## src/rtl/frac_divider_mash_gen.sv

```systemverilog
// frac_divider_mash_gen
//   Fractional clock divider for the PLL feedback path. Divides in_clk by an
//   average ratio of INT + FRAC/2^FRAC_W. Each output period lasts N = INT + c
//   in_clk cycles. A reload down-counter produces the period. The correction c
//   comes from a MASH 1-1-1 delta-sigma core whose order (1..3) is chosen at
//   runtime.
//
// Ports
//   in_clk     single clock
//   rst        asynchronous active-low reset
//   cfg_valid  config offer
//   cfg_ready  config accept; a transfer happens when cfg_valid && cfg_ready
//   cfg_int    integer ratio INT
//   cfg_frac   fractional ratio FRAC
//   cfg_order  MASH order 1..3 (0 behaves as 1)
//   enable     run request; it is sampled only at period boundaries
//   out_clk    divided clock (registered); high for ceil(N/2) cycles
//   out_pulse  high during the last in_clk cycle of every period
//   div_cur    N of the period in progress
//   sat        sticky; some N was clamped since the last accepted config
module frac_divider_mash_gen #(
    parameter int INT_W   = 8,
    parameter int FRAC_W  = 16,
    parameter int MIN_DIV = 4
) (
    input  logic              in_clk,
    input  logic              rst,
    input  logic              cfg_valid,
    output logic              cfg_ready,
    input  logic [INT_W-1:0]  cfg_int,
    input  logic [FRAC_W-1:0] cfg_frac,
    input  logic [1:0]        cfg_order,
    input  logic              enable,
    output logic              out_clk,
    output logic              out_pulse,
    output logic [INT_W-1:0]  div_cur,
    output logic              sat
);

    localparam logic [0:0] ST_IDLE = 1'b0;
    localparam logic [0:0] ST_RUN  = 1'b1;

    // Two extra bits keep INT + c exact: there is room for the sign bit and
    // for an overflow above 2^INT_W-1.
    localparam int NW = INT_W + 2;
    localparam logic signed [NW-1:0] N_MIN = NW'(MIN_DIV);
    localparam logic signed [NW-1:0] N_MAX = NW'((1 << INT_W) - 1);

    logic [0:0]        state;
    logic [INT_W-1:0]  count;
    logic [FRAC_W-1:0] acc1, acc2, acc3;
    logic              k2_d, k3_d, k3_dd;

    logic [INT_W-1:0]  app_int,  pend_int;
    logic [FRAC_W-1:0] app_frac, pend_frac;
    logic [1:0]        app_order, pend_order;
    logic              pend_valid, cfg_loaded;

    // ---------------------------------------------------------------- control
    logic       accept, period_end, load_edge, stop_edge, pend_take, direct;
    logic [1:0] cfg_order_n;

    assign cfg_ready   = !pend_valid;
    assign accept      = cfg_valid && cfg_ready;
    assign cfg_order_n = (cfg_order == 2'd0) ? 2'd1 : cfg_order;
    assign period_end  = (state == ST_RUN) && (count == '0);
    assign load_edge   = ((state == ST_IDLE) && enable && cfg_loaded) ||
                         (period_end && enable);
    assign stop_edge   = period_end && !enable;
    // When a period ends and the divider stops, a config can be applied
    // immediately. There is then no reason to park it in the pending register.
    assign pend_take   = accept && (state == ST_RUN) && !stop_edge;
    assign direct      = accept && !pend_take;
    assign out_pulse   = period_end;

    // Config used on this edge: a direct accept, a pending config being
    // applied, or the config that is already applied.
    logic [INT_W-1:0]  eff_int;
    logic [FRAC_W-1:0] eff_frac;
    logic [1:0]        eff_order;
    logic              apply, clear_mash;

    always_comb begin
        // NOTE: every variable gets a default before the branches. Without it,
        //       a path that skips an assignment would infer a latch.
        eff_int   = app_int;
        eff_frac  = app_frac;
        eff_order = app_order;
        apply     = 1'b0;
        if (direct) begin
            eff_int   = cfg_int;
            eff_frac  = cfg_frac;
            eff_order = cfg_order_n;
            apply     = 1'b1;
        end else if (pend_valid && (load_edge || stop_edge)) begin
            eff_int   = pend_int;
            eff_frac  = pend_frac;
            eff_order = pend_order;
            apply     = 1'b1;
        end
        clear_mash = apply && (eff_order != app_order);
    end

    // ------------------------------------------------------------- MASH core
    // The core steps from the cleared state when this same edge changes the
    // order. The new order therefore starts from zero.
    logic [FRAC_W-1:0] a1_b, a2_b, a3_b, s1, s2, s3;
    logic              k2_db, k3_db, k3_ddb, k1, k2, k3;
    logic signed [3:0] t1, t2, t3, c;

    assign a1_b   = clear_mash ? '0 : acc1;
    assign a2_b   = clear_mash ? '0 : acc2;
    assign a3_b   = clear_mash ? '0 : acc3;
    assign k2_db  = clear_mash ? 1'b0 : k2_d;
    assign k3_db  = clear_mash ? 1'b0 : k3_d;
    assign k3_ddb = clear_mash ? 1'b0 : k3_dd;

    assign {k1, s1} = {1'b0, a1_b} + {1'b0, eff_frac};
    assign {k2, s2} = {1'b0, a2_b} + {1'b0, s1};
    assign {k3, s3} = {1'b0, a3_b} + {1'b0, s2};

    assign t1 = $signed({3'b000, k1});
    assign t2 = $signed({3'b000, k2}) - $signed({3'b000, k2_db});
    assign t3 = $signed({3'b000, k3}) - $signed({2'b00, k3_db, 1'b0}) +
                $signed({3'b000, k3_ddb});

    always_comb begin
        case (eff_order)
            2'd2:    c = t1 + t2;
            2'd3:    c = t1 + t2 + t3;
            default: c = t1;
        endcase
    end

    // ----------------------------------------------------- ratio arithmetic
    logic signed [NW-1:0] n_raw;
    logic [INT_W-1:0]     n_val, n_dec, count_dec;
    logic                 clamp;

    assign n_raw = $signed({2'b00, eff_int}) + $signed({{(NW-4){c[3]}}, c});

    always_comb begin
        clamp = 1'b0;
        n_val = n_raw[INT_W-1:0];
        if (n_raw < N_MIN) begin
            clamp = 1'b1;
            n_val = N_MIN[INT_W-1:0];
        end else if (n_raw > N_MAX) begin
            clamp = 1'b1;
            n_val = N_MAX[INT_W-1:0];
        end
    end

    assign n_dec     = n_val - INT_W'(1);
    assign count_dec = count - INT_W'(1);

    // ------------------------------------------------------------ registers
    // NOTE: all state below uses non-blocking assignments. Every register then
    //       sees the values from before the edge, whatever order the
    //       statements are written in.
    always_ff @(posedge in_clk or negedge rst) begin
        if (!rst) begin
            state      <= ST_IDLE;
            count      <= '0;
            acc1       <= '0;
            acc2       <= '0;
            acc3       <= '0;
            k2_d       <= 1'b0;
            k3_d       <= 1'b0;
            k3_dd      <= 1'b0;
            app_int    <= '0;
            app_frac   <= '0;
            app_order  <= '0;
            pend_int   <= '0;
            pend_frac  <= '0;
            pend_order <= '0;
            pend_valid <= 1'b0;
            cfg_loaded <= 1'b0;
            out_clk    <= 1'b0;
            div_cur    <= '0;
            sat        <= 1'b0;
        end else begin
            if (apply) begin
                app_int    <= eff_int;
                app_frac   <= eff_frac;
                app_order  <= eff_order;
                cfg_loaded <= 1'b1;
            end

            if (pend_take) begin
                pend_int   <= cfg_int;
                pend_frac  <= cfg_frac;
                pend_order <= cfg_order_n;
                pend_valid <= 1'b1;
            end else if (apply) begin
                pend_valid <= 1'b0;
            end

            if (load_edge && clamp) sat <= 1'b1;
            else if (accept)        sat <= 1'b0;

            // The MASH state is held in IDLE. It advances only on a load edge.
            if (load_edge) begin
                acc1  <= s1;
                acc2  <= s2;
                acc3  <= s3;
                k2_d  <= k2;
                k3_d  <= k3;
                k3_dd <= k3_db;
            end else if (clear_mash) begin
                acc1  <= '0;
                acc2  <= '0;
                acc3  <= '0;
                k2_d  <= 1'b0;
                k3_d  <= 1'b0;
                k3_dd <= 1'b0;
            end

            if (load_edge) begin
                state   <= ST_RUN;
                count   <= n_dec;
                div_cur <= n_val;
                out_clk <= (n_dec >= (n_val >> 1));
            end else if (state == ST_RUN && count != '0) begin
                count   <= count_dec;
                out_clk <= (count_dec >= (div_cur >> 1));
            end else begin
                // This branch covers the stop edge and idle cycles.
                state   <= ST_IDLE;
                count   <= '0;
                out_clk <= 1'b0;
            end
        end
    end

endmodule

```

## config.mk

```make
export PLATFORM = sky130hd
export DESIGN_NAME = frac_divider_mash_gen
export DESIGN_NICKNAME = d
export VERILOG_FILES = /design/src/rtl/frac_divider_mash_gen.sv
export SDC_FILE = /design/constraint.sdc
export NUM_CORES = 1
export LEC_CHECK = 0
export CAP_MARGIN = 25
export CORE_MARGIN = 2
export CORE_UTILIZATION = 45
export DETAILED_ROUTE_END_ITERATION = 8
export HOLD_SLACK_MARGIN = 0.02
export MAX_ROUTING_LAYER = met4
export PLACE_DENSITY = 0.6
export SLEW_MARGIN = 0
export SYNTH_ARGS = -nofsm -noshare
export SYNTH_HDL_FRONTEND = slang
export SYNTH_SLANG_ARGS = --single-unit
```

## constraint.sdc

```tcl
create_clock -name in_clk -period 34.9 [get_ports in_clk]
set_input_delay 6.98 -clock in_clk [delete_from_list [all_inputs] [get_ports in_clk]]
set_output_delay 6.98 -clock in_clk [all_outputs]
set_load 0.05 [all_outputs]
```

==> qor.yml, run 1 <==
synthFlopType: "dfrtp_1"
cts_buffer_depth: 2
syn_inst: 940
p_per_area_nw_per_um2: 37.75
cts_buffers: 17
slew-limit-headroom_pct: 46.65
cpPeakStageDelay_ns: 0.73
fin_util_pct: 53.09
multiInputGateArea_um2: 5284
syn_to_final_growth_pct: 14.97
min_period_over_period_pct: 54.35
synth_area_per_cell_um2: 9.280
gr-total-overflow: 0
cts_tree: "done"
grt_pass1_wl_mm: 31.48
cts_resized: 0
synth_edf_count: 0
grt_pass1_vias: 6358
cap_violations: 0
viasPerCell: 5.306
syn-num-nets: 1056
fmax_mhz: 52.72
cp_data_arrival_time_ns: 19.26
core_area_um2: 18890
postCtsSetupRepairBufs: 0
hold_start: "app_frac[5]"
cts_sinks: 124
setup_ws_ns: 15.93
timing.critical_path.slowest_stage_cell: "a2111oi_0"
cpMostUsedCell: "ha_1"
die_x_um: 143.2
crit_buf_inv: 10
cts-hold-fix-buffers: 0
r2r-start: "count[4]"
wl_mm: 18.19
rrSetupSlack_ns: 22.25
fillers: 1762
final_max_slew_viol_count: 0
ys_types: 63
ctsRootBufferMaster: "clkbuf_16"
async_reset_ff_share_pct: 100.0
drc: 0
hold_path_end: "app_frac[5]"
ir_worst_vdd_mv: 0.03154
required_ns: 35.19
rsz0062_at_grt: "false"
seq_area_frac_synth_pct: 35.57
fin_crit_ns: 18.97
fin_skew_ns: 0.01257
drt_pass1_iterations: 5
cp-end-kind: "flop"
ant_nets: 0
numPortBuffers: 41
tightest_slew_ns: 0.7801
finalSetupTns_ns: 0
drive_above_1_share_pct: 12.12
dr_total_vias: 6632
finalSetupViolCount: 0
syn_area_um2: 8723
start_kind: "primary input"
leakage_uw: 0.004952
nets: 1093
min_path_type: "reg2reg"
area.sequential_um2: 3103
place_hpwl_mm: 13.42
synth_seq_cells: 124
grt_max_degree: 79
die-area_um2: 20510
die_y_um: 143.2
antenna_found_initial: 0
hold_depth: 2
status: "completed"
grt_use_total_pct: 19.76
ff2ff_path_depth: 51
pin_count: 42
critPathKind: "in2reg"
place.gp.congestion: 0.8941
start_util_pct: 46.17
timing.rr.end: "out_clk"
place_ws_ns: 15.56
wl_per_cell_um: 14.55
path_max_fanout: 51
crit_family: "compound AO/OA/AOI/OAI gates"
hold_viol: 0
diodes: 0
insertion_delay_ns: 0.41
clkSlewWorstSetupHoldPaths_ns: 0.06
row_count: 50
yosys_warnings: 0
htree_num_levels: 4
p_total_uw: 378.6
drtIter0Drc: 373
-- per-layer routing --
| metal | global-route usage, % | routed length, um | share of wire [%] |
|---|---|---|---|
| met1 | 29.51 | 9699 | 53 |
| met2 | 27.83 | 7727 | 42 |
| met3 | 2.716 | 519 | 2.9 |
| met4 | 5.779 | 239 | 1.3 |
| met5 | - | 0 | 0 |
-- area by class of cell --
type / instances / area share, %
clock buffers: 19 / 4.416
clock inverters: 13 / 1.647
inverters: 62 / 2.320
multi-input cells: 722 / 52.68
flip-flops and latches: 124 / 30.94
well taps: 260 / 3.244
repair buffers: 50 / 4.753
-- worst max-delay path by stage --
stage	depth (start not counted)	start	to	slack, ns
after global placement	51	enable	out_clk	15.80
final	51	enable	out_clk	15.93
after floorplan	54	enable	out_clk	17.80
after global routing	51	enable	out_clk	14.85
after detailed placement	51	enable	out_clk	15.56
after CTS	51	enable	out_clk	15.90
-- where the power goes --
part | internal [uW] | switching, uW | total, uW | leakage, uW
Clock | 115 | 67.2 | 182 | 0.000286
Sequential | 149 | 1.93 | 151 | 0.00163
Combinational | 19.5 | 26.8 | 46.3 | 0.00303
Total | 283 | 95.9 | 379 | 0.00495
-- worst register-to-register path, delay by kind of cell (launching register included) --
kind	cells	cell delay (ns)
AOI/OAI and AO/OA	26	6.39
xor gates and xnor gates	1	0.13
adders and majority gates	10	2.82
buffers and inverters	9	1.18
DFF	1	0.40
and+or+nand+nor	5	1.59
-- cells in the final DEF (no fill, tap or decap), types with 4 or more instances in the layout --
| cell type | n |
|---|---|
| nor2b_1 | 9 |
| o211ai_1 | 4 |
| nand2_1 | 115 |
| xnor2_1 | 33 |
| and2_1 | 54 |
| xor2_1 | 17 |
| nor2_1 | 38 |
| buf_4 | 8 |
| o22ai_1 | 5 |
| a211oi_1 | 11 |
| mux2_2 | 58 |
| fa_1 | 6 |
| clkdlybuf4s50_1 | 40 |
| a22o_1 | 5 |
| a21oi_1 | 50 |
| clkbuf_16 | 17 |
| inv_1 | 61 |
| a2111oi_0 | 4 |
| clkinvlp_4 | 4 |
| dfrtp_1 | 124 |
| a31oi_1 | 6 |
| ha_1 | 80 |
| a21o_1 | 26 |
| nand3_1 | 12 |
| nor3_1 | 9 |
| a22oi_1 | 26 |
| o21a_1 | 7 |
| o21bai_1 | 9 |
| o21ai_0 | 58 |
| o2111ai_1 | 5 |
| nand2b_1 | 9 |
| nor3b_1 | 8 |
| nand3b_1 | 4 |
-- cells in the mapped netlist, types with 7 or more instances --
master	n	share of area (%)
o21bai_1	10	0.86
a22oi_1	26	2.2
and2_1	54	3.9
nor2b_1	10	0.72
nor3b_1	8	0.69
inv_1	61	2.6
nand2_1	115	4.9
nand3_1	12	0.69
xor2_1	17	1.7
ha_1	80	11
o21a_1	7	0.60
nor3_1	11	0.63
nor2_1	38	1.6
dfrtp_1	124	36
clkbuf_1	28	1.2
a21oi_1	50	2.9
nand2b_1	9	0.65
a211oi_1	11	0.95
a21o_1	26	2.2
mux2_2	58	7.5
o21ai_0	58	3.3
xnor2_1	33	3.3
-- registers in the layout, summed over array words and instances, names as in the netlist, 16 cells and up --
name	flops
acc2	16
acc3	16
app_frac	16
pend_frac	16
acc1	16
-- metrics by stage --
stage               hold WS (ns)  std cells  cell area [um^2]
global route              0.4869       1250             10030
detailed placement        0.4490       1218              9422
global placement          0.4422       1217              9417
floorplan                 0.4325        940              8723
CTS                       0.4623       1250             10030
finish                    0.4565       1250             10030
-- cells by family (layout without fill, tap and decap cells) --
group,count (synthesis),in the layout,synth area share [%]
buffers and inverters,94,144,4.174
adders and majority gates,86,86,12.85
DFF,124,124,35.57
and+or+nand+nor,283,283,16.14
muxes,60,60,7.760
AOI/OAI and AO/OA,243,243,18.49
xor gates and xnor gates,50,50,5.020
Note: power is estimated with default switching activity, not from simulation.
==> inputs of run 2 (changes only) <==
Settings changed: PLACE_DENSITY 0.6 to 0.63.
Clock period 34.9 ns to 16.5 ns, I/O delays scaled along.
==> qor.yml, run 2 (synthesis gave the netlist of run 1 again) <==
cts_buffer_depth: 2  # unchanged
ant_nets: 0  # unchanged
final_common_cell: "dfrtp_1"  # unchanged
fin_crit_ns: 14.90
postCtsSetupRepairBufs: 0  # unchanged
leakage_uw: 0.004946  # was 0.004952 uW
drc: 0  # unchanged
final_max_slew_viol_count: 0  # unchanged
numPortBuffers: 41  # unchanged
path_max_fanout: 24  # was 51
drtIter0Drc: 394  # was 373
wl_per_cell_um: 14.86  # was 14.55 um
insertion_delay_ns: 0.41  # about the same
clkSlewWorstSetupHoldPaths_ns: 0.06  # about the same
grt_use_total_pct: 19.96  # was 19.76%
cp_data_arrival_time_ns: 15.19  # was 19.26 ns
start_kind: "primary input"  # unchanged
grt_max_degree: 69  # was 79
crit_buf_inv: 9  # was 10
syn_to_final_growth_pct: 14.62  # was 14.97%
drt_pass1_iterations: 6  # was 5
core_area_um2: 18890  # unchanged
slew-limit-headroom_pct: 39.61  # was 46.65%
cts_tree: "done"  # unchanged
hold_slack_ns: 0.4566  # was 0.4565 ns
cpMostUsedCell: "ha_1"  # unchanged
grt_pass1_wl_mm: 31.79  # was 31.48 mm
wl_mm: 18.58  # was 18.19 mm
start_util_pct: 46.17  # unchanged
grt_util_met2_pct: 29.99  # was 27.83%
place.gp.congestion: 0.8434  # was 0.8941
p_per_area_nw_per_um2: 78.41  # was 37.75 nW/um^2
fillers: 1819  # was 1762
final_cell_mix: "dfrtp_1, nand2_1, ha_1, inv_1"  # unchanged
timing.critical_path.slowest_stage_cell: "a2111oi_0"  # unchanged
dr_total_vias: 6564  # was 6632
viasPerCell: 5.251  # was 5.306
pin_count: 42  # unchanged
rsz0062_at_grt: "false"  # unchanged
finalSetupViolCount: 0  # unchanged
tightest_slew_ns: 0.9059  # was 0.7801 ns
drive_above_1_share_pct: 12.12  # unchanged
die_x_um: 143.2  # unchanged
cap_violations: 0  # unchanged
ctsRootBufferMaster: "clkbuf_16"  # unchanged
fin_skew_ns: 0.01064  # was 0.01257 ns
hold_viol: 0  # unchanged
die_y_um: 143.2  # unchanged
gr-total-overflow: 0  # unchanged
row_count: 50  # unchanged
diodes: 0  # unchanged
htree_num_levels: 4  # unchanged
status: "completed"  # unchanged
die-area_um2: 20510  # unchanged
finalSetupTns_ns: 0  # unchanged
cts-hold-fix-buffers: 0  # unchanged
cpPeakStageDelay_ns: 0.70  # was 0.73 ns
crit_family: "compound AO/OA/AOI/OAI gates"  # unchanged
required_ns: 16.79  # was 35.19 ns
stdcell_count: 1250  # unchanged
place_hpwl_mm: 13.61  # was 13.42 mm
grt_pass1_vias: 6441  # was 6358
ir_worst_vdd_mv: 0.06459  # was 0.03154 mV
grtUsageMet3_pct: 2.783  # was 2.716%
grt.busiest_layer: "met2"  # was met1
cp-end-kind: "flop"  # unchanged
critPathKind: "in2reg"  # unchanged
cts_sinks: 124  # unchanged
nets: 1093  # unchanged
grt.met1_usage_pct: 28.42  # was 29.51%
place_inst: 1218  # unchanged
min_period_over_period_pct: 90.32
cts_resized: 0  # unchanged
fmax_mhz: 67.10
min_path_type: "reg2reg"  # unchanged
antenna_found_initial: 0  # unchanged
cts_buffers: 17  # unchanged
[run 2: path summary, 6_finish.rpt]
path / startpoint / to / slack, ns / cells past startpoint
worst max-delay path: enable / out_clk / 1.60 / 50
worst min-delay path: app_int[2] / app_int[2] / 0.46 / 2
worst max register to register: count[4] / out_clk / 4.23 / 50
worst min register to register: app_int[2] / app_int[2] / 0.46 / 2
max in group asynchronous: rst / acc2[3] / 12.17 / 2
min in group asynchronous: rst / pend_int[3] / 2.95 / 1
[run 2: per-layer routing]
metal	part of all wire (%)	vias to the layer above
met5	0	-
met4	1.1	0
met3	2.1	16
met2	45	75
met1	52	3070
li1	-	3403
[run 2: final cells by class]
| cell class | count | area, um^2 | area share, % |
|---|---|---|---|
| tap | 260 | 325.3 | 3.254 |
| sequential | 124 | 3103 | 31.03 |
| timing repair buffer | 50 | 475.5 | 4.755 |
| clock buffer | 20 | 456.7 | 4.568 |
| multi-input combinational | 722 | 5284 | 52.85 |
| inverter | 62 | 232.7 | 2.328 |
| clock inverter | 12 | 121.4 | 1.214 |
[run 2: tightest hold or removal path: stages (launching register included)]
cell	delay, ns
dfrtp_1	0.32
nand2_1	0.06
nand2_1	0.05
[run 2: per-stage QoR]
| step | instance area (um^2) | util [%] | power (uW) | worst slack [ns] |
|---|---|---|---|---|
| floorplan | 8723 | - | 389.2 | 3.077 |
| global placement | 9420 | 49.86 | 418.9 | 1.553 |
| detailed placement | 9420 | 49.86 | 421.4 | 1.269 |
| CTS | 9998 | 52.92 | 790.8 | 1.635 |
| global route | 9998 | 52.92 | 818.6 | 0.3761 |
| finish | 9998 | 52.92 | 784.0 | 1.597 |
[run 2: power breakdown]
group | internal [uW] | total, uW | switching [uW]
logic | 41.3 | 98.2 | 56.9
registers | 314 | 318 | 4.10
clock network | 229 | 367 | 139
